**src/rtl/shortest_path_engine.sv**
```systemverilog
// shortest_path_engine
//   All-pairs shortest paths (Floyd-Warshall) over an N-node graph with
//   D_WIDTH-bit weights. The adjacency matrix is read from memory M, relaxed
//   in scratch memory L, and the distance and next-hop matrices are written to
//   result memory P. Every memory is a synchronous SRAM port with one cycle of
//   read latency.
//
//   Ports:
//     Clk, Rst          clock; asynchronous active-low reset
//     Go                start pulse (honoured in IDLE and DONE only)
//     M_In, L_In        read data from M and L
//     M_Addr/En/We      M port (read-only, M_We tied low)
//     L_Addr/En/We/Out  L port
//     P_Addr/En/We/Out  P port (write-only)
//     Done              high once P holds the final result
//
//   Memory layout: entry (i,j) sits at byte i*N+j. Next-hop entries sit at
//   byte N*N+i*N+j. P has no read-back path to the engine, so a mirror copy
//   of the next-hop matrix is kept in the upper half of L. Every next-hop
//   update is written to both L and P, so reads of the L mirror always match
//   P's next-hop half.
module shortest_path_engine #(
    parameter int                  N       = 64,
    parameter int                  D_WIDTH = 8,
    parameter int                  A_WIDTH = 13,
    parameter logic [D_WIDTH-1:0]  INF     = 8'hFF
) (
    input  logic               Clk,
    input  logic               Rst,
    input  logic               Go,
    input  logic [D_WIDTH-1:0] M_In,
    input  logic [D_WIDTH-1:0] L_In,
    output logic [D_WIDTH-1:0] L_Out,
    output logic [D_WIDTH-1:0] P_Out,
    output logic [A_WIDTH-1:0] M_Addr,
    output logic [A_WIDTH-1:0] L_Addr,
    output logic [A_WIDTH-1:0] P_Addr,
    output logic               M_En,
    output logic               M_We,
    output logic               L_En,
    output logic               L_We,
    output logic               P_En,
    output logic               P_We,
    output logic               Done
);

    localparam int                 LOG_N    = $clog2(N);
    localparam int                 AC_W     = 2 * LOG_N;
    localparam logic [A_WIDTH-1:0] HOP_BASE = A_WIDTH'(N * N);

    typedef enum logic [4:0] {
        S_IDLE, S_INIT_RD, S_INIT_WAIT, S_INIT_WR, S_INIT_HOP,
        S_R_IK, S_R_HOP, S_R_IK_C, S_R_HOP_C,
        S_R_KJ, S_R_IJ, S_R_KJ_C, S_R_CMP, S_R_HOP_WR,
        S_COPY_RD, S_COPY_WAIT, S_COPY_WR, S_DONE
    } state_t;

    state_t             state_r, state_nx;
    logic [AC_W-1:0]    a_r, a_nx;
    logic [LOG_N-1:0]   k_r, k_nx, i_r, i_nx, j_r, j_nx;
    logic [D_WIDTH-1:0] lik_r, lik_nx, hik_r, hik_nx, lkj_r, lkj_nx;
    logic [D_WIDTH-1:0] l_out_r, l_out_nx, p_out_r, p_out_nx;
    logic [A_WIDTH-1:0] m_addr_r, m_addr_nx, l_addr_r, l_addr_nx, p_addr_r, p_addr_nx;
    logic               m_en_r, m_en_nx, l_en_r, l_en_nx, l_we_r, l_we_nx;
    logic               p_en_r, p_en_nx, p_we_r, p_we_nx, done_r, done_nx;
    logic [D_WIDTH:0]   sum_s;
    logic [D_WIDTH-1:0] sat_s;
    logic               better_s;
    logic               advance_s;

    // Byte address of matrix cell (row,col); hop selects the next-hop half.
    function automatic logic [A_WIDTH-1:0] cell_addr(input logic hop,
                                                     input logic [LOG_N-1:0] row,
                                                     input logic [LOG_N-1:0] col);
        logic [A_WIDTH-1:0] base;
        base = hop ? HOP_BASE : {A_WIDTH{1'b0}};
        return base + A_WIDTH'({row, col});
    endfunction

    assign M_We   = 1'b0;
    assign M_En   = m_en_r;
    assign M_Addr = m_addr_r;
    assign L_En   = l_en_r;
    assign L_We   = l_we_r;
    assign L_Addr = l_addr_r;
    assign L_Out  = l_out_r;
    assign P_En   = p_en_r;
    assign P_We   = p_we_r;
    assign P_Addr = p_addr_r;
    assign P_Out  = p_out_r;
    assign Done   = done_r;

    // Saturating path sum through k and strict-improvement test against L[i][j].
    always_comb begin
        sum_s = {1'b0, lik_r} + {1'b0, lkj_r};
        if ((lik_r == INF) || (lkj_r == INF) || (sum_s >= {1'b0, INF})) begin
            sat_s = INF;
        end else begin
            sat_s = sum_s[D_WIDTH-1:0];
        end
        better_s = (sat_s < L_In);
    end

    // Next-state, datapath and next-output logic.
    always_comb begin
        state_nx  = state_r;
        a_nx      = a_r;
        k_nx      = k_r;
        i_nx      = i_r;
        j_nx      = j_r;
        lik_nx    = lik_r;
        hik_nx    = hik_r;
        lkj_nx    = lkj_r;
        l_out_nx  = l_out_r;
        p_out_nx  = p_out_r;
        m_addr_nx = m_addr_r;
        l_addr_nx = l_addr_r;
        p_addr_nx = p_addr_r;
        m_en_nx   = 1'b0;
        l_en_nx   = 1'b0;
        l_we_nx   = 1'b0;
        p_en_nx   = 1'b0;
        p_we_nx   = 1'b0;
        done_nx   = 1'b0;
        advance_s = 1'b0;

        case (state_r)
            S_IDLE, S_DONE: begin
                if (Go) begin
                    state_nx = S_INIT_RD;
                    a_nx     = {AC_W{1'b0}};
                    k_nx     = {LOG_N{1'b0}};
                    i_nx     = {LOG_N{1'b0}};
                    j_nx     = {LOG_N{1'b0}};
                end else begin
                    done_nx  = (state_r == S_DONE);
                end
            end
            S_INIT_RD: begin
                m_en_nx   = 1'b1;
                m_addr_nx = A_WIDTH'(a_r);
                state_nx  = S_INIT_WAIT;
            end
            S_INIT_WAIT: state_nx = S_INIT_WR;
            S_INIT_WR: begin
                l_en_nx   = 1'b1;
                l_we_nx   = 1'b1;
                l_addr_nx = A_WIDTH'(a_r);
                l_out_nx  = M_In;
                p_en_nx   = 1'b1;
                p_we_nx   = 1'b1;
                p_addr_nx = HOP_BASE + A_WIDTH'(a_r);
                p_out_nx  = (M_In != INF) ? D_WIDTH'(a_r[LOG_N-1:0]) : INF;
                state_nx  = S_INIT_HOP;
            end
            S_INIT_HOP: begin
                // Mirror the next-hop value just issued to P into L.
                l_en_nx   = 1'b1;
                l_we_nx   = 1'b1;
                l_addr_nx = HOP_BASE + A_WIDTH'(a_r);
                l_out_nx  = p_out_r;
                a_nx      = a_r + AC_W'(1);
                state_nx  = (&a_r) ? S_R_IK : S_INIT_RD;
            end
            S_R_IK: begin
                l_en_nx   = 1'b1;
                l_addr_nx = cell_addr(1'b0, i_r, k_r);
                state_nx  = S_R_HOP;
            end
            S_R_HOP: begin
                l_en_nx   = 1'b1;
                l_addr_nx = cell_addr(1'b1, i_r, k_r);
                state_nx  = S_R_IK_C;
            end
            S_R_IK_C: begin
                lik_nx   = L_In;
                state_nx = S_R_HOP_C;
            end
            S_R_HOP_C: begin
                hik_nx   = L_In;
                state_nx = S_R_KJ;
            end
            S_R_KJ: begin
                l_en_nx   = 1'b1;
                l_addr_nx = cell_addr(1'b0, k_r, j_r);
                state_nx  = S_R_IJ;
            end
            S_R_IJ: begin
                l_en_nx   = 1'b1;
                l_addr_nx = cell_addr(1'b0, i_r, j_r);
                state_nx  = S_R_KJ_C;
            end
            S_R_KJ_C: begin
                lkj_nx   = L_In;
                state_nx = S_R_CMP;
            end
            S_R_CMP: begin
                // L_In now holds L[i][j]; ties keep the existing entry.
                if (better_s) begin
                    l_en_nx   = 1'b1;
                    l_we_nx   = 1'b1;
                    l_addr_nx = cell_addr(1'b0, i_r, j_r);
                    l_out_nx  = sat_s;
                    p_en_nx   = 1'b1;
                    p_we_nx   = 1'b1;
                    p_addr_nx = cell_addr(1'b1, i_r, j_r);
                    p_out_nx  = hik_r;
                    state_nx  = S_R_HOP_WR;
                end else begin
                    advance_s = 1'b1;
                end
            end
            S_R_HOP_WR: begin
                l_en_nx   = 1'b1;
                l_we_nx   = 1'b1;
                l_addr_nx = cell_addr(1'b1, i_r, j_r);
                l_out_nx  = hik_r;
                advance_s = 1'b1;
            end
            S_COPY_RD: begin
                l_en_nx   = 1'b1;
                l_addr_nx = A_WIDTH'(a_r);
                state_nx  = S_COPY_WAIT;
            end
            S_COPY_WAIT: state_nx = S_COPY_WR;
            S_COPY_WR: begin
                p_en_nx   = 1'b1;
                p_we_nx   = 1'b1;
                p_addr_nx = A_WIDTH'(a_r);
                p_out_nx  = L_In;
                a_nx      = a_r + AC_W'(1);
                if (&a_r) begin
                    state_nx = S_DONE;
                    done_nx  = 1'b1;
                end else begin
                    state_nx = S_COPY_RD;
                end
            end
            default: state_nx = S_IDLE;
        endcase

        // Step j innermost, then i, then k; the cache reloads whenever j wraps.
        if (advance_s) begin
            j_nx = j_r + LOG_N'(1);
            if (&j_r) begin
                i_nx = i_r + LOG_N'(1);
                if ((&i_r) && (&k_r)) begin
                    k_nx     = k_r + LOG_N'(1);
                    state_nx = S_COPY_RD;
                end else if (&i_r) begin
                    k_nx     = k_r + LOG_N'(1);
                    state_nx = S_R_IK;
                end else begin
                    state_nx = S_R_IK;
                end
            end else begin
                state_nx = S_R_KJ;
            end
        end else begin
            advance_s = 1'b0;
        end
    end

    // State, datapath and registered memory-port outputs.
    always_ff @(posedge Clk or negedge Rst) begin
        if (!Rst) begin
            state_r  <= S_IDLE;
            a_r      <= {AC_W{1'b0}};
            k_r      <= {LOG_N{1'b0}};
            i_r      <= {LOG_N{1'b0}};
            j_r      <= {LOG_N{1'b0}};
            lik_r    <= {D_WIDTH{1'b0}};
            hik_r    <= {D_WIDTH{1'b0}};
            lkj_r    <= {D_WIDTH{1'b0}};
            l_out_r  <= {D_WIDTH{1'b0}};
            p_out_r  <= {D_WIDTH{1'b0}};
            m_addr_r <= {A_WIDTH{1'b0}};
            l_addr_r <= {A_WIDTH{1'b0}};
            p_addr_r <= {A_WIDTH{1'b0}};
            m_en_r   <= 1'b0;
            l_en_r   <= 1'b0;
            l_we_r   <= 1'b0;
            p_en_r   <= 1'b0;
            p_we_r   <= 1'b0;
            done_r   <= 1'b0;
        end else begin
            state_r  <= state_nx;
            a_r      <= a_nx;
            k_r      <= k_nx;
            i_r      <= i_nx;
            j_r      <= j_nx;
            lik_r    <= lik_nx;
            hik_r    <= hik_nx;
            lkj_r    <= lkj_nx;
            l_out_r  <= l_out_nx;
            p_out_r  <= p_out_nx;
            m_addr_r <= m_addr_nx;
            l_addr_r <= l_addr_nx;
            p_addr_r <= p_addr_nx;
            m_en_r   <= m_en_nx;
            l_en_r   <= l_en_nx;
            l_we_r   <= l_we_nx;
            p_en_r   <= p_en_nx;
            p_we_r   <= p_we_nx;
            done_r   <= done_nx;
        end
    end

endmodule

```
**config.mk**
```make
export PLATFORM = sky130hd
export DESIGN_NAME = shortest_path_engine
export DESIGN_NICKNAME = d
export VERILOG_FILES = /design/src/rtl/shortest_path_engine.sv
export SDC_FILE = /design/constraint.sdc
export NUM_CORES = 1
export LEC_CHECK = 0
export CAP_MARGIN = 20
export CELL_PAD_IN_SITES_DETAIL_PLACEMENT = 0
export CELL_PAD_IN_SITES_GLOBAL_PLACEMENT = 1
export CORE_MARGIN = 2
export CORE_UTILIZATION = 48
export DETAILED_ROUTE_END_ITERATION = 12
export GPL_TIMING_DRIVEN = 0
export HOLD_SLACK_MARGIN = 0.12
export PLACE_DENSITY = 0.83
export REMOVE_ABC_BUFFERS = 1
export SETUP_SLACK_MARGIN = 0.5
export SLEW_MARGIN = 20
export SYNTH_ARGS = -nofsm -noshare
export SYNTH_HDL_FRONTEND = slang
export SYNTH_SLANG_ARGS = --single-unit
```
**constraint.sdc**
```tcl
create_clock -name Clk -period 5.7 [get_ports Clk]
set_input_delay 1.14 -clock Clk [delete_from_list [all_inputs] [get_ports Clk]]
set_output_delay 1.14 -clock Clk [all_outputs]
set_load 0.02 [all_outputs]
```
# Word level (Yosys, flattened, before mapping)
# Index checks and enable logic that the tools add are counted.
[op_classes]
mux = 43
reduce_logical = 26
n_eq_ne = 25
n_addsub = 8
order_cmp = 2
[op_table]
columns = ["operator", "n"]
rows = [
  ["$pmux 13 s8", 1],
  ["$pmux 5 s17", 1],
  ["$mux 6", 13],
  ["$eq 5x4->1 const B", 8],
  ["$add 13x12->13 const A", 3],
  ["$pmux 13 s3", 1],
  ["$mux 8", 4],
  ["$pmux 8 s4", 1],
  ["$mux 13", 2],
  ["$mux 5", 5],
  ["$pmux 12 s2", 1],
  ["$pmux 8 s3", 1],
  ["$eq 5x3->1 const B", 4],
  ["$add 6x1->6 const B", 3],
  ["$reduce_and 6->1", 3],
  ["$eq 8x8->1 const B", 2],
  ["$add 12x1->12 const B", 1],
  ["$mux 12", 1],
  ["$reduce_and 12->1", 1],
  ["$eq 5x2->1 const B", 2],
  ["$eq 5x5->1 const B", 2],
  ["$pmux 1 s2", 5],
  ["$reduce_and 2->1", 5],
  ["$add 8x8->9", 1],
  ["20 further kinds", 33],
]
[totals]
inputBits = 19
regBits = 118
out_inout_bits = 62

# Longest topological paths before layout
# Gate-level depths: netlist of run 1.
[depth]
depth_word = 9
depth_mapped = 19
mapped_depth_nobuf = 18

# Worst setup path before layout of run 1
# OpenSTA, ideal clock, no wires.
[synth_path]
path_type = "reg2reg"
from = "reg lik_r[0]"
to = "reg p_addr_r[10], in the netlist P_Addr[10]"
setup_ns = 0.125
t_arrival_ns = 3.627
slack_ns = 1.948
path_buffers = 1
required_ns = 5.575
path_stages_with_launch = 20
cell_sequence = "dfrtp_1 -> ha_1 -> inv_1 -> fa_1 -> nor2b_1 -> o211ai_1 -> a21boi_0 -> o21a_1 -> nor2_1 -> a31oi_1 -> nand2b_1 -> ha_1 -> a21o_1 -> a21o_1 -> a21o_1 -> nor3_1 -> a21oi_2 -> o21ai_2 -> buf_4 -> mux2_2"
[synth_via]
elab_chain_cells = 7
[synth_lines]
columns = ["item", "line", "rtl"]
rows = [
  ["from (decl)", "61", "logic [D_WIDTH-1:0] lik_r, lik_nx, hik_r, hik_nx, lkj_r, lkj_nx;"],
  ["from (signal assigned)", "272", "lik_r <= {D_WIDTH{1'b0}};"],
  ["from (signal assigned)", "292", "lik_r <= lik_nx;"],
  ["$add 8x8->9 or $eq 8x8->1 (tied branches)", "95, 96", ""],
  ["$ge 9x8->1 or $logic_or 1x1->1 (tied branches)", "96", "if ((lik_r == INF) || (lkj_r == INF) || (sum_s >= {1'b0, INF})) begin"],
  ["$logic_or 1x1->1", "96", ""],
  ["$mux 8 (*)", "96", ""],
  ["$lt 8x8->1 (*)", "101", "better_s = (sat_s < L_In);"],
  ["$ne 2x2->1 (no source line) (*)", "n/a", ""],
  ["$reduce_and 2->1 (no source line) (*)", "n/a", ""],
  ["to (signal assigned)", "279", "p_addr_r <= {A_WIDTH{1'b0}};"],
  ["to (signal assigned)", "299", "p_addr_r <= p_addr_nx;"],
  ["to (decl)", "63", "logic [A_WIDTH-1:0] m_addr_r, m_addr_nx, l_addr_r, l_addr_nx, p_addr_r, p_addr_nx;"],
]
# Mark *: on every way between the ends. The rest lies on a longest branch, timed or not.
# A chain may end at the register's enable or synchronous reset.

# Worst setup path after layout of run 1
[layout_path]
from = "reg lik_r[0]"
to = "reg p_out_r[1], in the netlist P_Out[1]"
[layout_via]
elab_chain_cells = 7
[layout_lines]
columns = ["item", "line", "rtl"]
rows = [
  ["$add 8x8->9 or $eq 8x8->1 (tied branches)", "95, 96", ""],
  ["$ge 9x8->1 or $logic_or 1x1->1 (tied branches)", "96", ""],
  ["$logic_or 1x1->1", "96", ""],
  ["$mux 8 (*)", "96", ""],
  ["$lt 8x8->1 (*)", "101", ""],
  ["$ne 2x2->1 (no source line) (*)", "n/a", ""],
  ["$reduce_and 2->1 (no source line) (*)", "n/a", ""],
  ["to (signal assigned)", "276", "p_out_r <= {D_WIDTH{1'b0}};"],
  ["to (signal assigned)", "296", "p_out_r <= p_out_nx;"],
  ["to (decl)", "62", "logic [D_WIDTH-1:0] l_out_r, l_out_nx, p_out_r, p_out_nx;"],
]
# Marked as above.

==> metrics.md, run 1 <==
| Metric | Value |
|---|---|
| Post-layout min period | `4490 ps` |
| Slew Limit Fails | `0` |
| Total track usage | `0.250` |
| Final critical-path setup slack | `1210 ps` |
| Total CTS buffers | `17` |
| Die W | `121 µm` |
| IO Pins | `81` |
| Simple-gate share of the synthesized area | `0.145` |
| Yosys warns | `0` |
| Remaining DRCs | `0` |
| Routed WL | `17400 µm` |
| Syn avg cell area | `10.4 µm²` |
| Dpl ws | `1200 ps` |
| CP Launch Type | `register` |
| Critical path cell sequence | `ha_1, inv_1, fa_1, nor2b_1, o211ai_1, a21boi_0, o21a_1, nor2_1, a31oi_1, nand2b_1, ha_1, a21o_1, a21o_1, a21o_1, nor3_1, a21oi_2, o21ai_4, mux2_2` |
| Placed instance count | `861` |
| Post-CTS setup buffers | `0` |
| Post-CTS Hold Fix Bufs | `0` |
| Port Buffers | `78` |
| RSZ-0062 raised after global routing | `false` |
| Library cells used by synthesis | `69` |
| Async SR Flop Fraction | `1.00` |
| Post-CTS resize count | `0` |
| Max rail drop VDD | `0.247 mV` |
| Synth top area share | `0.446` |
| Non-Filler Instances | `893` |
| Most used DFF post-synth | `dfrtp_1` |
| Slew headroom | `0.346` |
| Global-route wire length before repair | `28200 µm` |
| Slew at the pin closest to its max-slew limit | `974 ps` |
| Final setup skew | `9.78 ps` |
| Final setup violation count | `0` |
| CP arrival | `4780 ps` |
| Remaining Overflow, GRT | `0` |
| Mux cell area share after synthesis | `0.142` |
| Later-pin clock latency in the skew report | `420 ps` |
| Drt initial violations | `528` |
| Vias | `5310` |
| Cells taking the most area after synthesis | `dfrtp_1 (45%), mux2_2 (12%), ha_1 (3.6%)` |
| Pre-antenna DRT Iters | `8` |
| DIE HEIGHT | `121 µm` |
| Final Cycle Share | `0.788` |
| CTS root buffer | `clkbuf_16` |
| Synthesized instance count | `639` |
| Crit-path max FO | `21` |
| Layout net count | `743` |
| Clock-pin transition on the worst setup and hold timing paths | `50 ps` |
| Starting Density | `0.496` |
| Most frequent CP cell | `a21o_1` |
| Worst hold path type | `register to register` |
| Commonest cells in the netlist | `dfrtp_1 (118), mux2_2 (70), nand2_1 (55), nor2_1 (41), o21ai_0 (37)` |
| Leakage | `3.50 nW` |
| Routability cong. | `0.886` |
| Flop and latch count out of synthesis | `118` |
| Hold Vio Cnt, Final | `0` |
| Crit end category | `register` |
| Clk buf depth | `2` |
| Routed Antenna Nets | `0` |
| Core area | `13300 µm²` |
| Crit Path Class | `register to register` |
| CTS tree | `done` |
| Number of synthesized flops with an enable pin | `0` |
| Initial antenna violation count | `0` |
| Crit-path slowest cell | `o21ai_4` |
| Drt via density | `5.95` |
| Crit-path max cell delay | `620 ps` |
| Cell with the most instances after synthesis | `dfrtp_1` |
| # Max-Cap Violations | `0` |
| Required time worst endpoint | `5990 ps` |
| Htree depth | `4` |
| Max Freq | `223 MHz` |
| PwrDens | `576 nW/µm²` |
| Largest family of logic cells by synthesized area | `compound AO/OA/AOI/OAI gates` |
| Post-Synth Adder-Cell Area | `0.0389` |
| Die ar. | `14800 µm²` |
| Area Overhead vs Synth | `22.5%` |
| Antenna diodes | `0` |
| Vias in the first global route | `5301` |
| Dpl hpwl | `12200 µm` |
| Share of layout cells above drive strength 1 | `0.176` |
| XOR/XNOR share of the synthesized area | `0.0251` |
| Clk sinks | `118` |
| Leading area contributor after synthesis | `dfrtp_1` |
| Pwr Total | `4.67 mW` |
| Routed WL per cell | `19.5 µm` |
| Reg area | `2950 µm²` |
| Outcome | `finished, final reports clean` |
| Sequential share of the synthesized area | `0.446` |
| Compound-Gate Fraction of Synth Area | `0.155` |
| Largest net degree at the start of global routing | `65` |
| Site Rows | `42` |
| Filler cells | `1130` |
| Mapped Area | `6630 µm²` |
| Multi-input gate area | `3370 µm²` |
[worst paths after layout]
| kind | slack [ps] | from | to | depth (start not counted) |
|---|---|---|---|---|
| hold reg to reg | 500 | P_Addr[2] | P_Addr[2] | 1 |
| setup reg to reg | 1210 | lik_r[0] | P_Out[1] | 18 |
| setup / recovery | 1210 | lik_r[0] | P_Out[1] | 18 |
| hold / removal | 500 | P_Addr[2] | P_Addr[2] | 1 |
| min in group asynchronous | 680 | Rst | lkj_r[4] | 1 |
| max in group asynchronous | 4340 | Rst | P_Addr[0] | 2 |
[cells in the final DEF (no fill, tap or decap), types with 3 or more instances in the layout]
master,Yosys,final
xnor2_1,13,13
nor3b_1,3,3
xor2_1,6,6
nand4_1,12,12
nand3_1,29,29
a31oi_1,3,3
a22oi_1,6,6
o21a_1,3,3
clkdlybuf4s50_1,0,77
a2bb2oi_1,3,3
o22ai_1,4,4
nand2_1,55,55
o21ai_0,37,36
inv_1,29,29
and2_1,3,3
bufinv_16,0,4
nor3_1,11,10
clkbuf_8,0,3
dfrtp_1,118,118
or3_1,9,9
mux2i_1,15,15
a21oi_1,21,21
nor3_2,3,4
nor2_1,41,41
a22o_1,4,4
mux2_2,70,70
ha_1,19,19
a21o_1,4,4
nand2b_1,8,8
nor2b_1,3,3
or2_2,3,3
a222oi_1,15,15
o21ai_1,2,3
and3_1,6,6
a221o_1,7,7
clkbuf_16,0,17
[power by group]
group	switching [mW]	total, mW	internal [mW]
Sequential	0.298	1.40	1.10
Clock	0.391	1.16	0.767
Combinational	1.15	2.11	0.962
[cells by family (layout without fill, tap and decap cells)]
logic type,count (synthesis),count (layout)
flops,118,118
mux,85,85
fa+ha+maj,20,20
other cells,1,2
xor+xnor,19,19
compound gates,138,138
simple gates,193,193
buf+inv,65,142
[final cells by class]
type	instances	share of cell area
well taps	176	0.0271
repair buffers	80	0.101
clock buffers	21	0.0580
flip-flops and latches	118	0.364
inverters	30	0.0139
clock inverters	11	0.0211
multi-input cells	457	0.416
[critical path: cells and delay by family (launching register included)]
kind,cells,cell delay [ps]
AOI/OAI and AO/OA,9,2100
adders and majority gates,3,880
buffers and inverters,1,60
DFF,1,370
muxes,1,420
and+or+nand+nor,4,530
[per-stage QoR]
step / hold WS (ps) / utilization / cell area (µm²) / setup TNS (ps)
after global routing: 525 / 0.608 / 8120 / 0
after global placement: 491 / 0.556 / 7430 / -124670
after detailed placement: 497 / 0.560 / 7480 / 0
after floorplan: 473 / - / 6430 / 0
after CTS: 509 / 0.608 / 8120 / 0
final: 503 / 0.608 / 8120 / 0
[flip-flops by register name, summed over array words and instances (netlist names), 5 cells and up]
register	flops
L_Addr	13
L_Out	8
M_Addr	12
P_Addr	13
P_Out	8
a_r	12
hik_r	8
i_r	6
j_r	6
k_r	6
lik_r	8
lkj_r	8
state_r	5
[per-layer routing]
| layer | up-vias | part of all wire | GRT usage |
|---|---|---|---|
| met3 | 34 | 0.052 | 0.0517 |
| met5 | - | 0 | 0 |
| met1 | 2604 | 0.43 | 0.328 |
| met2 | 199 | 0.49 | 0.397 |
| li1 | 2473 | - | - |
| met4 | 0 | 0.031 | 0.119 |
(Power assumes the default switching activity.)
==> run 2: changes to the inputs <==
--- a/config.mk
+++ b/config.mk
@@ -9,11 +9,11 @@
 export CELL_PAD_IN_SITES_DETAIL_PLACEMENT = 0
 export CELL_PAD_IN_SITES_GLOBAL_PLACEMENT = 1
 export CORE_MARGIN = 2
-export CORE_UTILIZATION = 48
+export CORE_UTILIZATION = 40
 export DETAILED_ROUTE_END_ITERATION = 12
 export GPL_TIMING_DRIVEN = 0
 export HOLD_SLACK_MARGIN = 0.12
-export PLACE_DENSITY = 0.83
+export PLACE_DENSITY = 0.74
 export REMOVE_ABC_BUFFERS = 1
 export SETUP_SLACK_MARGIN = 0.5
 export SLEW_MARGIN = 20
==> constraint.sdc (replaced) <==
create_clock -name Clk -period 4.11 [get_ports Clk]
set_input_delay 0.822 -clock Clk [delete_from_list [all_inputs] [get_ports Clk]]
set_output_delay 0.822 -clock Clk [all_outputs]
set_load 0.02 [all_outputs]
==> run 2 against run 1 <==
Clock power up 44%; setup slack lost 1100 ps; sequential power up 40%; largest power group unchanged; hold slack got worse by 180 ps; wire length is 10% higher; critical path depth stayed put; clock skew increased by 2.0 ps; clock-buffer cell count unchanged; critical endpoint is now P_Out[7]; first-iteration DRC count is 31% lower; total power increased by 60%; via count grew 2.7%; largest cell class unchanged.
==> metrics.md, run 2 (same netlist as run 1, synthesis figures left out) <==
| Metric | Value |
|---|---|
| Hold Vio Cnt, Final | `0 (unchanged)` |
| Clock share of power | `0.223 (was 0.248)` |
| PwrDens | `841 nW/µm² (was 576 nW/µm²)` |
| Non-Filler Instances | `978 (was 893)` |
| Sw Pwr | `2.91 mW (was 1.84 mW)` |
| # Max-Cap Violations | `0 (unchanged)` |
| Share of layout cells above drive strength 1 | `0.255 (was 0.176)` |
| Global-route wire length before repair | `30700 µm (was 28200 µm)` |
| CP arrival | `4280 ps (was 4780 ps)` |
| Clk sinks | `118 (unchanged)` |
| Pwr Total | `7.47 mW (was 4.67 mW)` |
| Initial antenna violation count | `0 (unchanged)` |
| Drt initial violations | `365 (was 528)` |
| CP Launch Type | `register (unchanged)` |
| Placed instance count | `905 (was 861)` |
| Combinational Power Share | `0.514 (was 0.452)` |
| IO Pins | `81 (unchanged)` |
| Antenna diodes | `0 (unchanged)` |
| Port Buffers | `78 (unchanged)` |
| Reg power frac | `0.262 (was 0.300)` |
| Largest net degree at the start of global routing | `75 (was 65)` |
| Crit-path max FO | `5 (was 21)` |
| Total track usage | `0.223 (was 0.250)` |
| R2r setup slk | `130 ps (was 1210 ps)` |
| Post-CTS Hold Fix Bufs | `0 (unchanged)` |
| Total CTS buffers | `17 (unchanged)` |
| Dpl hpwl | `12500 µm (was 12200 µm)` |
| Crit end category | `register (unchanged)` |
| DIE HEIGHT | `133 µm (was 121 µm)` |
| Worst r2r path cells | `18 (unchanged)` |
| Die W | `133 µm (was 121 µm)` |
| Later-pin clock latency in the skew report | `420 ps (about the same)` |
| Crit Path Class | `register to register (unchanged)` |
| Site Rows | `47 (was 42)` |
| Hold slack final | `323 ps (was 503 ps)` |
| Design area | `8880 µm² (was 8120 µm²)` |
| Slew Limit Fails | `0 (unchanged)` |
| Leakage | `3.81 nW (was 3.50 nW)` |
| Outcome | `finished, final reports clean (unchanged)` |
| Area Overhead vs Synth | `34.0% (was 22.5%)` |
| Required time worst endpoint | `4410 ps (was 5990 ps)` |
| Worst hold path type | `input port to async pin (was register to register)` |
| Final setup violation count | `0 (unchanged)` |
| Pre-antenna DRT Iters | `5 (was 8)` |
| Slew headroom | `0.298 (was 0.346)` |
| Drt via density | `5.58 (was 5.95)` |
| Critical R2R Capture | `P_Out[7] (was P_Out[1])` |
| Final Cycle Share | `0.969 (was 0.788)` |
| CTS tree | `done (unchanged)` |
| Clock-pin transition on the worst setup and hold timing paths | `60 ps (was 50 ps)` |
| Most frequent cells in the layout | `dfrtp_1 (118), clkdlybuf4s50_1 (77), nand2_1 (55) (was dfrtp_1 (118), clkdlybuf4s50_1 (77), mux2_2 (70))` |
| Max Freq | `251 MHz (was 223 MHz)` |
| Final setup skew | `11.8 ps (was 9.78 ps)` |
| Htree depth | `4 (unchanged)` |
| Max rail drop VDD | `0.368 mV (was 0.247 mV)` |
| Routability cong. | `0.856 (was 0.886)` |
| Commonest non-fill, non-tap cell in the layout | `dfrtp_1 (unchanged)` |
| Vias | `5456 (was 5310)` |
| Die ar. | `17600 µm² (was 14800 µm²)` |
| Post-layout min period | `3980 ps (was 4490 ps)` |
| Routed Antenna Nets | `0 (unchanged)` |
| Clk buf depth | `2 (unchanged)` |
| Remaining DRCs | `0 (unchanged)` |
| FF-to-FF Start | `lkj_r[0] (was lik_r[0])` |
| Dpl cell area | `7530 µm² (was 7480 µm²)` |
| Starting Density | `0.404 (was 0.496)` |
| RSZ-0062 raised after global routing | `true (was false)` |
| Power Internal | `4.56 mW (was 2.83 mW)` |
| Layout net count | `784 (was 743)` |
| Slew at the pin closest to its max-slew limit | `1050 ps (was 974 ps)` |
| CTS root buffer | `clkbuf_16 (unchanged)` |
| Switch share | `0.389 (was 0.394)` |
| Core area | `16400 µm² (was 13300 µm²)` |
| Routed WL per cell | `19.6 µm (was 19.5 µm)` |
| Remaining Overflow, GRT | `0 (unchanged)` |
| Routed WL | `19200 µm (was 17400 µm)` |
| Vias in the first global route | `5552 (was 5301)` |
[run 2: changes by cell type in the layout (fill, tap and decap cells not counted), sizes merged]
cell,previous run,this run
buf,3,43
bufinv,4,5
clkinv,4,3
o21ai,41,42
[run 2: worst max path at each step]
stage	startpoint	slack [ps]	to
floorplan	lik_r[0]	30	P_Addr[0]
global placement	Rst	-2410	M_En
detailed placement	lik_r[0]	-410	P_Addr[8]
CTS	lkj_r[0]	220	P_Out[5]
global route	lkj_r[0]	1	L_Addr[6]
finish	lkj_r[0]	130	P_Out[7]
[run 2: repair_timing]
item	in CTS	in global routing
setup buffers	33	6
cloned	2	0
pin swaps	33	25
setup endpoints to repair	67	67
resized for setup	65	17
[run 2: final cells by class]
class / count / area [µm²]
Fill cell: 1384 / 7530
Multi-Input combinational cell: 458 / 3660
Sequential cell: 118 / 2950
Timing Repair Buffer: 120 / 1220
Clock buffer: 21 / 460
Tap cell: 220 / 275
Clock inverter: 11 / 196
Inverter: 30 / 113
[run 2: per-layer routing]
layer,track usage,wire [µm],vias to the layer above,share of wire
met4,0.0992,554,0,0.029
met2,0.353,9090,199,0.47
li1,-,-,2550,-
met1,0.295,8540,2675,0.45
met3,0.0475,997,32,0.052
met5,0,0,-,0
[run 2: worst max-delay path, stage by stage (launching register included)]
cell and delay [ps]:
dfrtp_1 360, ha_2 190, inv_2 40, fa_2 350, nand2b_1 180, a21oi_2 150
xnor2_1 110, nor3_1 330, a31oi_2 160, nand2b_1 100, ha_1 240, a21o_1 190
a21o_1 190, a21o_4 240, nor3_4 200, a21oi_4 120, o21ai_4 220, buf_6 180
mux2_4 300
[run 2: through the flow]
stage / worst slack [ps] / setup TNS (ps) / util
after global routing: 1.38 / 0 / 0.541
after global placement: -2410 / -297680 / 0.456
after floorplan: 25.9 / 0 / -
after detailed placement: -411 / -9700 / 0.459
final: 129 / 0 / 0.541
after CTS: 218 / 0 / 0.534
[run 2: power by group through the flow]
stage               clock network, mW  logic [mW]  registers, mW
finish                           1.67        3.84           1.96
global route                     1.75        4.13           2.01
CTS                              1.70        3.58           1.95
detailed placement                  0        2.93           1.96
global placement                    0        2.87           1.95
floorplan                           0        1.80           2.05
==> run 3: changes to the inputs <==
--- a/config.mk
+++ b/config.mk
@@ -8,15 +8,13 @@
 export CAP_MARGIN = 20
 export CELL_PAD_IN_SITES_DETAIL_PLACEMENT = 0
 export CELL_PAD_IN_SITES_GLOBAL_PLACEMENT = 1
-export CORE_MARGIN = 2
 export CORE_UTILIZATION = 40
 export DETAILED_ROUTE_END_ITERATION = 12
 export GPL_TIMING_DRIVEN = 0
 export HOLD_SLACK_MARGIN = 0.12
 export PLACE_DENSITY = 0.74
 export REMOVE_ABC_BUFFERS = 1
-export SETUP_SLACK_MARGIN = 0.5
-export SLEW_MARGIN = 20
+export SETUP_SLACK_MARGIN = 0.3
 export SYNTH_ARGS = -nofsm -noshare
 export SYNTH_HDL_FRONTEND = slang
 export SYNTH_SLANG_ARGS = --single-unit
==> run 3 against run 2 <==
Fmax is 0.10% higher; cell count fell by 1.6%; sequential share of layout area grew 0.81 points; via count increased by 0.84%; die area decreased by 3.0%; first-iteration DRC count grew 32%; hold slack better by 27 ps; flip-flop and latch count unchanged; register-to-register slack barely moved; total power down 5.4%; critical path depth is 3 higher; critical path type unchanged; largest power group unchanged.
==> metrics.md, run 3 (same netlist as run 1, synthesis figures left out) <==
| Metric | Value |
|---|---|
| Switch share | `0.404 (was 0.389)` |
| CP arrival | `4280 ps (about the same)` |
| Pre-antenna DRT Iters | `5 (unchanged)` |
| Outcome | `finished, final reports clean (unchanged)` |
| Slew Limit Fails | `0 (unchanged)` |
| Vias in the first global route | `5384 (was 5552)` |
| Die ar. | `17100 µm² (was 17600 µm²)` |
| RSZ-0062 raised after global routing | `true (unchanged)` |
| Leakage | `3.70 nW (was 3.81 nW)` |
| PwrDens | `816 nW/µm² (was 841 nW/µm²)` |
| Area Overhead vs Synth | `30.8% (was 34.0%)` |
| Dpl hpwl | `12800 µm (was 12500 µm)` |
| Worst r2r path cells | `21 (was 18)` |
| CP Launch Type | `register (unchanged)` |
| Remaining Overflow, GRT | `0 (unchanged)` |
| Metal-1 WL | `8240 µm (was 8540 µm)` |
| Die W | `131 µm (was 133 µm)` |
| Power Internal | `4.21 mW (was 4.56 mW)` |
| Commonest non-fill, non-tap cell in the layout | `dfrtp_1 (unchanged)` |
| Global-route wire length before repair | `29400 µm (was 30700 µm)` |
| Clock share of power | `0.196 (was 0.223)` |
| Final setup skew | `6.75 ps (was 11.8 ps)` |
| Site Rows | `46 (was 47)` |
| Total CTS buffers | `17 (unchanged)` |
| Post-layout min period | `3980 ps (about the same)` |
| Slew at the pin closest to its max-slew limit | `1090 ps (was 1050 ps)` |
| DIE HEIGHT | `131 µm (was 133 µm)` |
| Required time worst endpoint | `4420 ps (was 4410 ps)` |
| Clock-pin transition on the worst setup and hold timing paths | `60 ps (about the same)` |
| Max Freq | `251 MHz (about the same)` |
| CTS root buffer | `clkbuf_16 (unchanged)` |
| Largest net degree at the start of global routing | `65 (was 75)` |
| Crit end category | `register (unchanged)` |
| # Max-Cap Violations | `0 (unchanged)` |
| Starting Density | `0.414 (was 0.404)` |
| CTS tree | `done (unchanged)` |
| Reg power frac | `0.277 (was 0.262)` |
| Vias | `5502 (was 5456)` |
| Worst hold path type | `input port to async pin (unchanged)` |
| Clk sinks | `118 (unchanged)` |
| Final setup violation count | `0 (unchanged)` |
| Finished Core Util | `0.542 (was 0.541)` |
| Crit Path Class | `register to register (unchanged)` |
| Port Buffers | `78 (unchanged)` |
| Highest metal used | `met4 (unchanged)` |
| Combinational Power Share | `0.527 (was 0.514)` |
| Routed WL per cell | `19.7 µm (was 19.6 µm)` |
| Share of layout cells above drive strength 1 | `0.240 (was 0.255)` |
| Crit-path max FO | `6 (was 5)` |
| Routed WL | `18900 µm (was 19200 µm)` |
| Hold slack final | `350 ps (was 323 ps)` |
| Htree depth | `4 (unchanged)` |
| Initial antenna violation count | `0 (unchanged)` |
| Final Cycle Share | `0.968 (was 0.969)` |
| Later-pin clock latency in the skew report | `420 ps (about the same)` |
| Sw Pwr | `2.86 mW (was 2.91 mW)` |
| Max rail drop VDD | `0.396 mV (was 0.368 mV)` |
| Remaining DRCs | `0 (unchanged)` |
| Slew headroom | `0.269 (was 0.298)` |
| Most frequent cells in the layout | `dfrtp_1 (118), clkdlybuf4s50_1 (77), nand2_1 (53) (was dfrtp_1 (118), clkdlybuf4s50_1 (77), nand2_1 (55))` |
| Antenna diodes | `0 (unchanged)` |
| Drt initial violations | `483 (was 365)` |
| Filler cells | `1428 (was 1384)` |
| Routability cong. | `0.866 (was 0.856)` |
| R2r setup slk | `130 ps (about the same)` |
| FF-to-FF Start | `lkj_r[0] (unchanged)` |
| Hold Vio Cnt, Final | `0 (unchanged)` |
| Drt via density | `5.72 (was 5.58)` |
| Metal2 WL | `8990 µm (was 9090 µm)` |
| Routed Antenna Nets | `0 (unchanged)` |
| Layout net count | `773 (was 784)` |
| Total track usage | `0.233 (was 0.223)` |
| Clk buf depth | `2 (unchanged)` |
| IO Pins | `81 (unchanged)` |
| Met3 wire len | `1040 µm (was 997 µm)` |
| Core area | `16000 µm² (was 16400 µm²)` |
| Critical R2R Capture | `P_Addr[7] (was P_Out[7])` |
| Post-CTS Hold Fix Bufs | `0 (unchanged)` |
==> run 3: cell type report <==
| cell class | count | area [µm²] | area share |
|---|---|---|---|
| Sequential cell | 118 | 2950 | 0.341 |
| Clock inverter | 12 | 106 | 0.0123 |
| Tap cell | 216 | 270 | 0.0312 |
| Inverter | 30 | 113 | 0.0130 |
| Timing Repair Buffer | 109 | 1190 | 0.137 |
| Clock buffer | 19 | 443 | 0.0511 |
| Multi-Input combinational cell | 458 | 3600 | 0.415 |
==> run 3: repair_timing <==
item                       CTS  global route
pin swaps                   21            20
setup buffers               19             6
gates cloned                 3             0
gates resized for setup     25            48
setup endpoints to repair   65            65
==> run 3: how the worst max path moves through the flow <==
stage	startpoint	to	slack [ps]	depth (start not counted)
2_1_floorplan	lik_r[0]	P_Addr[0]	30	18
3_3_place_gp	Rst	M_Addr[8]	-2380	1
3_5_place_dp	lkj_r[0]	P_Addr[1]	-450	19
4_1_cts	lkj_r[0]	P_Out[1]	150	20
5_1_grt	lkj_r[0]	P_Addr[0]	-90	21
6_report	lkj_r[0]	P_Addr[7]	130	21
==> run 3: metal layers <==
metal	global-route usage	up-vias
met3	0.0497	47
met4	0.121	0
met1	0.293	2719
li1	-	2536
met5	0	-
met2	0.377	200
==> run 3: critical path, stage by stage, from the launching register on <==
cell and delay (ps):
dfrtp_1 360, ha_2 190, inv_2 40, fa_2 380
nor2b_1 130, o211ai_1 110, a21boi_1 210, o21a_1 170
nor2_2 50, a31oi_2 230, buf_4 140, nand2_2 50
ha_2 170, a21o_1 180, a21o_1 150, a21o_1 210
nor3_2 200, a21oi_2 110, o21ai_4 200, buf_12 150
buf_12 130, mux2_4 300
==> run 3: per-stage QoR <==
stage	setup WS (ps)	total power, mW	cell area, µm²	setup TNS (ps)	std cells
6_report	133	7.07	8670	0	962
5_1_grt	-94.6	7.50	8670	-1680	962
3_3_place_gp	-2380	4.81	7480	-294170	899
2_1_floorplan	25.9	3.86	6430	0	605
3_5_place_dp	-455	4.90	7540	-9120	903
4_1_cts	147	6.69	8430	0	956
==> run 3: power by group through the flow <==
| stage | Sequential (mW) | Combinational (mW) | Clock, mW |
|---|---|---|---|
| final | 1.96 | 3.72 | 1.39 |
| after global routing | 2.02 | 4.01 | 1.47 |
| after CTS | 1.95 | 3.34 | 1.41 |
| after detailed placement | 1.96 | 2.94 | 0 |
| after global placement | 1.95 | 2.86 | 0 |
| after floorplan | 2.05 | 1.80 | 0 |
